===== src/rtl/coin_encoder.sv =====
// Coin-sensor pulse-width classifier feeding a one-entry coin slot to the vending FSM.
// Sensor fall to coin out is 4 cycles; the held coin waits while nw_pa=1 and for GAP idle cycles after each code.
module coin_encoder #(
  parameter int CNT_W   = 8,
  parameter int GLITCH  = 2,
  parameter int N5_MIN  = 10,
  parameter int N5_MAX  = 20,
  parameter int N10_MIN = 30,
  parameter int N10_MAX = 45,
  parameter int GAP     = 2
) (
  input  logic       clk,
  input  logic       rst_n,
  input  logic       sensor,
  input  logic       nw_pa,
  output logic [1:0] coin,
  output logic       coin_reject,
  output logic       busy
);

  localparam int GAP_W = (GAP < 2) ? 1 : $clog2(GAP + 1);

  localparam logic [CNT_W-1:0] CNT_MAX   = {CNT_W{1'b1}};
  localparam logic [CNT_W-1:0] GLITCH_C  = CNT_W'(GLITCH);
  localparam logic [CNT_W-1:0] N5_MIN_C  = CNT_W'(N5_MIN);
  localparam logic [CNT_W-1:0] N5_MAX_C  = CNT_W'(N5_MAX);
  localparam logic [CNT_W-1:0] N10_MIN_C = CNT_W'(N10_MIN);
  localparam logic [CNT_W-1:0] N10_MAX_C = CNT_W'(N10_MAX);
  localparam logic [GAP_W-1:0] GAP_C     = GAP_W'(GAP);

  typedef enum logic {
    IDLE    = 1'b0,
    MEASURE = 1'b1
  } state_t;

  state_t           state_q, state_d;
  logic             sync1_q, s_sync_q, s_d_q;
  logic [CNT_W-1:0] cnt_q, cnt_d;
  logic             slot_vld_q, slot_vld_d;
  logic [1:0]       slot_dat_q, slot_dat_d;
  logic [GAP_W-1:0] gap_q, gap_d;
  logic [1:0]       coin_q, coin_d;
  logic             rej_q, rej_d;
  logic             busy_q, busy_d;

  logic       s_rise;
  logic       emit;
  logic       is5, is10, glitch;
  logic [1:0] code;

  assign s_rise = s_sync_q & ~s_d_q;
  assign emit   = slot_vld_q & ~nw_pa & (gap_q == '0);

  // A saturated count is never a valid coin, even if the window reaches the top.
  assign is5    = (cnt_q >= N5_MIN_C)  && (cnt_q <= N5_MAX_C)  && (cnt_q != CNT_MAX);
  assign is10   = (cnt_q >= N10_MIN_C) && (cnt_q <= N10_MAX_C) && (cnt_q != CNT_MAX);
  assign glitch = (cnt_q < GLITCH_C);
  assign code   = is5 ? 2'b01 : 2'b10;

  always_comb begin
    state_d    = state_q;
    cnt_d      = cnt_q;
    slot_vld_d = slot_vld_q;
    slot_dat_d = slot_dat_q;
    gap_d      = gap_q;
    coin_d     = 2'b00;
    rej_d      = 1'b0;

    if (emit) begin
      coin_d     = slot_dat_q;
      slot_vld_d = 1'b0;
      gap_d      = GAP_C;
    end else if (gap_q != '0) begin
      gap_d = gap_q - 1'b1;
    end

    case (state_q)
      IDLE: begin
        if (s_rise) begin
          state_d = MEASURE;
          cnt_d   = CNT_W'(1);
        end
      end
      MEASURE: begin
        if (s_sync_q) begin
          if (cnt_q != CNT_MAX) cnt_d = cnt_q + 1'b1;
        end else begin
          state_d = IDLE;
          cnt_d   = '0;
          // A slot being emitted this edge is free to take the new coin.
          if (is5 || is10) begin
            if (slot_vld_q && !emit) begin
              rej_d = 1'b1;
            end else begin
              slot_vld_d = 1'b1;
              slot_dat_d = code;
            end
          end else if (!glitch) begin
            rej_d = 1'b1;
          end
        end
      end
      default: state_d = IDLE;
    endcase

    busy_d = (state_d == MEASURE) | slot_vld_d | (gap_d != '0);
  end

  always_ff @(posedge clk or negedge rst_n) begin
    if (!rst_n) begin
      sync1_q    <= 1'b0;
      s_sync_q   <= 1'b0;
      s_d_q      <= 1'b0;
      state_q    <= IDLE;
      cnt_q      <= '0;
      slot_vld_q <= 1'b0;
      slot_dat_q <= 2'b00;
      gap_q      <= '0;
      coin_q     <= 2'b00;
      rej_q      <= 1'b0;
      busy_q     <= 1'b0;
    end else begin
      sync1_q    <= sensor;
      s_sync_q   <= sync1_q;
      s_d_q      <= s_sync_q;
      state_q    <= state_d;
      cnt_q      <= cnt_d;
      slot_vld_q <= slot_vld_d;
      slot_dat_q <= slot_dat_d;
      gap_q      <= gap_d;
      coin_q     <= coin_d;
      rej_q      <= rej_d;
      busy_q     <= busy_d;
    end
  end

  assign coin        = coin_q;
  assign coin_reject = rej_q;
  assign busy        = busy_q;

endmodule


===== config.mk =====
export PLATFORM = sky130hd
export DESIGN_NAME = coin_encoder
export DESIGN_NICKNAME = d
export VERILOG_FILES = /design/src/rtl/coin_encoder.sv
export SDC_FILE = /design/constraint.sdc
export NUM_CORES = 1
export LEC_CHECK = 0
export BUFFER_PORTS_ARGS = -buffer_cell sky130_fd_sc_hd__buf_2
export CORE_MARGIN = 2
export CORE_UTILIZATION = 53
export CTS_BUF_LIST = sky130_fd_sc_hd__clkbuf_8
export DETAILED_ROUTE_END_ITERATION = 8
export HOLD_SLACK_MARGIN = 0.06
export PLACE_DENSITY = 0.71
export SLEW_MARGIN = 10
export SYNTH_ARGS = -nofsm -noshare
export SYNTH_HDL_FRONTEND = slang
export SYNTH_SLANG_ARGS = --single-unit

===== constraint.sdc =====
create_clock -name clk -period 4.1 [get_ports clk]
set_input_delay 0.41 -clock clk [delete_from_list [all_inputs] [get_ports clk]]
set_output_delay 0.41 -clock clk [all_outputs]
set_load 0.01 [all_outputs]

Yosys cells after proc, flatten, opt, wreduce, memory -nomap -nowiden
Cells that the tools add are included.

word-level totals
  register bits after elaboration = 21
  bits of input ports = 4
  output and inout port bits = 4
  word-level logic and storage cells = 64

cells by class
  add/subtract/negate cells = 2
  order comparisons = 5
  eq/ne operators = 3
  muxes and demuxes = 21
  bitwise gates (word level) = 10
  reduce and logical (&&, ||, !) cells = 12

operators with widths
  kind                                                                number
  two-way mux 8 bit                                                   3
  one-hot mux 8 bit (2 select lines)                                  1
  two-way mux 1 bit                                                   12
  adder 8 x 1 -> 8 bit (second input constant)                        1
  greater-or-equal comparator 8 x 4 -> 1 bit (second input constant)  1
  greater-or-equal comparator 8 x 5 -> 1 bit (second input constant)  1
  <= comparator 8 x 5 -> 1 bit (second input constant)                1
  <= comparator 8 x 6 -> 1 bit (second input constant)                1
  less-than comparator 8 x 2 -> 1 bit (second input constant)         1
  two-way mux 2 bit                                                   4
  inequality test 8 bit (second input constant)                       1
  logical AND 1 bit                                                   5
  NOT 1 bit                                                           5
  AND reduction 4 bit                                                 1
  nonzero test 2 bit                                                  2
  bitwise AND 1 bit                                                   3
  inequality test 3 x 2 -> 1 bit (second input constant)              1
  logical NOT 2 bit                                                   1
  inequality test 2 bit (second input constant)                       1
  bitwise OR 1 bit                                                    2
  one-hot mux 1 bit (2 select lines)                                  1
  AND reduction 2 bit                                                 1
  subtractor 2 x 1 -> 2 bit (second input constant)                   1
  logical NOT 1 bit                                                   1
  logical OR 1 bit                                                    1

Longest topological paths before layout
  word-level depth = 11
  gate-level depth with buffers = 7
  gate-level depth less buffers = 6

Worst setup path after synthesis
Ideal clock, no wire load.

  kind = reg2reg
  start = reg cnt_q[0]
  end = reg cnt_q[3]
  library setup time = 0.078 ns
  arrival = 1.491 ns
  required time = 4.022 ns
  slack = 2.531 ns
  stages on the path, launching flop included = 6
  path buffers = 0
  path through = dfrtp_1 > ha_1 > nand3_1 > nor2_2 > or4_1 > a21oi_1

on the way
  cells in the longest elaborated chain, start to end = 4
  elaborated cells between the ends (all ways) = 7
  those cells by class = 1 x add/sub; 2 x eq/ne; 3 x mux; 1 x reduce/logical

ends and longest elaborated chain
  element                             RTL line  text
  start: declaration                  38        logic [CNT_W-1:0] cnt_q, cnt_d;
  start signal: assignment            127       cnt_q <= cnt_d;
  adder 8 x 1 -> 8 bit                86        if (cnt_q != CNT_MAX) cnt_d = cnt_q + 1'b1;
  two-way mux 8 bit                   86
  two-way mux 8 bit                   85        if (s_sync_q) begin
  one-hot mux 8 bit (2 select lines)  77        case (state_q)

Parallel ways exist; a longest one is shown, timed or not. The select of a mux whose other input is x is not followed.
A chain may end at the register's enable or synchronous reset.

Worst setup path in the final report
  start = reg cnt_q[0]
  end = reg slot_vld_q

on the way
  cells in the longest elaborated chain, start to end = 7
  elaborated cells between the ends (all ways) = 13
  those cells by class = 4 x order compare; 1 x eq/ne; 3 x mux; 5 x reduce/logical

ends and longest elaborated chain
  element                                                             RTL line  text
  greater-or-equal comparator 8 x 4 -> 1 bit (tied with other cells)  55        assign is5 = (cnt_q >= N5_MIN_C) && (cnt_q <= N5_MAX_C) && (cnt_q != CNT_MAX);
  logical AND 1 bit, on equally long branches (2 in a row)            55, 56
  logical OR 1 bit (*)                                                91        if (is5 || is10) begin
  two-way mux 1 bit (*)                                               91
  two-way mux 1 bit (*)                                               85
  two-way mux 1 bit (*)                                               77
  named net slot_vld_d                                                39        logic slot_vld_q, slot_vld_d;
  end signal: assignment                                              128       slot_vld_q <= slot_vld_d;
  end: declaration                                                    39

Mark *: on every way through the listed nets, which the timed path passes. The rest lies on a longest branch.

==> reports/metrics.json <==
{
  "status": {"value": "completed"},
  "cts_resized": {"value": 0},
  "unrepaired_setup_endpoints_after_global_routing": {"value": "no"},
  "worstPathCellList": {"value": "inv_1 > ha_1 > o31ai_1 > o2bb2ai_1 > o311ai_2 > o21ai_0"},
  "power.density": {"value": 332, "unit": "mW/mm²"},
  "number_of_enable_type_register_cells_in_the_synthesized_netlist": {"value": 0},
  "port_buffers": {"value": 7},
  "clock-skew-final": {"value": 0.00171, "unit": "ns"},
  "hold_path_class": {"value": "in -> async"},
  "first_global_vias": {"value": 846},
  "antenna-diode-count": {"value": 0},
  "initial_utilization": {"value": 0.571},
  "synth_top_cell_by_area": {"value": "sky130_fd_sc_hd__dfrtp_1"},
  "pin_count_of_the_biggest_net_entering_global_routing": {"value": 22},
  "critical_path.max_fanout": {"value": 9},
  "yosysSeqAreaShare": {"value": 0.465},
  "asyncSetResetFlopFracSynth": {"value": 1.00},
  "nets": {"value": 125},
  "globalplace.congestion": {"value": 0.810},
  "grt-ovfl-total": {"value": 0},
  "multi_input_area": {"value": 531, "unit": "µm²"},
  "drtAntennaViolNets": {"value": 0},
  "fp.coreArea": {"value": 0.00198, "unit": "mm²"},
  "crit_slowest_cell": {"value": "sky130_fd_sc_hd__dfrtp_1"},
  "cts-hold-fix-buffers": {"value": 0},
  "grt_pass1_wl": {"value": 3.79, "unit": "mm"},
  "ys_dominant_reg_cell": {"value": "sky130_fd_sc_hd__dfrtp_1"},
  "setup.worst_path.class": {"value": "reg -> reg"},
  "synthesis.yosys.warnings": {"value": 0},
  "cp_top_family": {"value": "compound AO/OA/AOI/OAI gates"},
  "cts.repair_timing.setup_buffer_count": {"value": 0},
  "synth_area": {"value": 0.00113, "unit": "mm²"},
  "setup.worst_path.start_class": {"value": "flop"},
  "cp_num_buf_inv": {"value": 1},
  "cts.sink_count": {"value": 21},
  "firstDrtPassIters": {"value": 4},
  "max_clock_freq": {"value": 0.544, "unit": "GHz"},
  "cts_tree": {"value": "built"},
  "reg2regPathDepth": {"value": 6},
  "rows": {"value": 16},
  "reg_to_reg_setup_timing_slack": {"value": 2.26, "unit": "ns"},
  "clk_latency": {"value": 0.26, "unit": "ns"},
  "power.static_leakage": {"value": 0.000524, "unit": "µW"},
  "detail_route.vias_per_cell": {"value": 5.98},
  "groute.usage.overall": {"value": 0.199},
  "hold_viol": {"value": 0},
  "finish.instance_area": {"value": 0.00120, "unit": "mm²"},
  "final.hold.worst_slack": {"value": 0.0885, "unit": "ns"},
  "finalCoreUtilization": {"value": 0.606},
  "max_cap_violations": {"value": 0},
  "synth_cell_types": {"value": 41},
  "layout.cells.most_common": {"value": "sky130_fd_sc_hd__dfrtp_1"},
  "dieArea": {"value": 0.00252, "unit": "mm²"},
  "tns": {"value": 0, "unit": "ns"},
  "drive_gt1_frac": {"value": 0.164},
  "synth_top_area_frac": {"value": 0.465},
  "max_slew.worst_pin.slew": {"value": 0.623, "unit": "ns"},
  "die-height": {"value": 50.2, "unit": "µm"},
  "cts_buffers": {"value": 3},
  "total_of_flip_flops_plus_latches_after_synthesis": {"value": 21},
  "dpl_cell_area": {"value": 0.00115, "unit": "mm²"},
  "reg2reg_to": {"value": "slot_vld_q"},
  "grt_antenna_before_repair": {"value": 0},
  "report.final.slew_viol_count": {"value": 0},
  "timing.critical_path.depth": {"value": 6},
  "timing.critical_path.required": {"value": 4.22, "unit": "ns"},
  "timing.critical_path.to": {"value": "slot_vld_q"},
  "synth_nets": {"value": 118},
  "ff_latch_area": {"value": 526, "unit": "µm²"},
  "gate_count_post_synth": {"value": 110},
  "residual_drc_count": {"value": 0},
  "layout.cells.most_common_list": {"value": "sky130_fd_sc_hd__dfrtp_1, sky130_fd_sc_hd__inv_1, sky130_fd_sc_hd__o21ai_0"},
  "cp_data_arrival_time": {"value": 1.96, "unit": "ns"},
  "io-pin-count": {"value": 8},
  "worstReg2RegStart": {"value": "cnt_q[0]"},
  "synth_top_cells_by_area": {"value": "sky130_fd_sc_hd__dfrtp_1, sky130_fd_sc_hd__ha_1, sky130_fd_sc_hd__o21ai_0, sky130_fd_sc_hd__o31ai_1, sky130_fd_sc_hd__a21oi_1"},
  "cts_htree_levels": {"value": 1},
  "ctsLongestPathBuffers": {"value": 2},
  "postRouteWirelength": {"value": 2.14, "unit": "mm"},
  "avgSynthCellArea": {"value": 10.3, "unit": "µm²"},
  "slowest_delay": {"value": 0.48, "unit": "ns"},
  "detail_route.wl_per_cell": {"value": 14.9, "unit": "µm"},
  "flow.area_growth_from_synthesis": {"value": 6.19, "unit": "%"},
  "worst_ir_drop_vdd": {"value": 236, "unit": "µV"},
  "slew-limit-headroom": {"value": 0.580},
  "cts.reportedPaths.clkPinSlew": {"value": 0.08, "unit": "ns"},
  "startpoint": {"value": "cnt_q[0]"},
  "endpoint_type_of_the_worst_setup_path": {"value": "flop"},
  "min_period_over_period": {"value": 0.449},
  "post_detail_place_hpwl": {"value": 1.52, "unit": "mm"},
  "fillCellCount": {"value": 164},
  "die_width": {"value": 50.2, "unit": "µm"},
  "period_minus_slack": {"value": 1.84, "unit": "ns"},
  "buffer_cell_driving_the_clock_tree_root": {"value": "sky130_fd_sc_hd__clkbuf_8"},
  "drt_first_iter_violations": {"value": 18},
  "final-setup-viol-count": {"value": 0},
  "vias": {"value": 855}
}
==> synth_stat cells, types with 2 or more instances <==
cell,n
sky130_fd_sc_hd__inv_1,8
sky130_fd_sc_hd__mux2i_1,2
sky130_fd_sc_hd__nor2b_1,3
sky130_fd_sc_hd__o21ai_0,8
sky130_fd_sc_hd__nand2_1,3
sky130_fd_sc_hd__buf_4,2
sky130_fd_sc_hd__nor2_1,6
sky130_fd_sc_hd__nand3_1,6
sky130_fd_sc_hd__o31ai_1,5
sky130_fd_sc_hd__ha_1,4
sky130_fd_sc_hd__and3_1,2
sky130_fd_sc_hd__o2bb2ai_1,2
sky130_fd_sc_hd__or4_1,2
sky130_fd_sc_hd__xnor2_1,2
sky130_fd_sc_hd__dfrtp_1,21
sky130_fd_sc_hd__a21oi_1,6
sky130_fd_sc_hd__nor3_1,3
sky130_fd_sc_hd__a32o_1,2
==> power by group <==
part	switching, µW	internal (µW)	leakage (µW)
Clock	69.0	67.8	0.0000255
Combinational	21.7	13.8	0.000223
Sequential	12.5	214	0.000275
==> how the worst min path moves through the flow <==
stage / end / depth (start not counted) / from / slack (ns)
after global routing: cnt_q[5] / 1 / rst_n / 0.14
final: cnt_q[5] / 1 / rst_n / 0.09
after CTS: gap_q[1] / 1 / rst_n / 0.11
after global placement: s_sync_q / 0 / sync1_q / 0.33
after floorplan: busy / 0 / rst_n / 0.11
after detailed placement: s_sync_q / 0 / sync1_q / 0.35
==> final cells by class <==
| cell class | instances | area share |
|---|---|---|
| inverter | 8 | 0.0250 |
| multi-input combinational | 76 | 0.442 |
| clock inverter | 1 | 0.00417 |
| tap | 27 | 0.0281 |
| timing repair buffer | 7 | 0.0292 |
| clock buffer | 3 | 0.0344 |
| sequential | 21 | 0.438 |
==> stage by stage <==
stage / total power [µW] / setup WS, ns / std cells
finish: 399 / 2.26 / 143
global route: 418 / 2.15 / 143
CTS: 403 / 2.26 / 143
detailed placement: 266 / 2.27 / 139
global placement: 264 / 2.39 / 139
floorplan: 254 / 2.53 / 110
==> registers in the layout, indices dropped and copies added, names as in the netlist <==
signal,count
cnt_q,8
coin,2
gap_q,2
slot_dat_q,2
busy,1
coin_reject,1
s_d_q,1
s_sync_q,1
slot_vld_q,1
state_q,1
sync1_q,1
==> cells by family after synthesis <==
| logic type | after synthesis | synth area share |
|---|---|---|
| buffers and inverters | 13 | 0.0664 |
| adders and majority gates | 4 | 0.0442 |
| and+or+nand+nor | 37 | 0.197 |
| AOI/OAI and AO/OA | 31 | 0.195 |
| DFF | 21 | 0.465 |
| muxes | 2 | 0.0177 |
| xor gates and xnor gates | 2 | 0.0155 |
==> per-layer routing <==
metal / vias to the layer above / routed length (µm) / GRT usage
met5: - / 0 / 0
met3: 5 / 75 / 0.0268
met4: 0 / 45 / 0.0972
met2: 19 / 1010 / 0.298
met1: 416 / 1000 / 0.282
li1: 415 / - / -
Note: power is estimated with default switching activity, not from simulation.
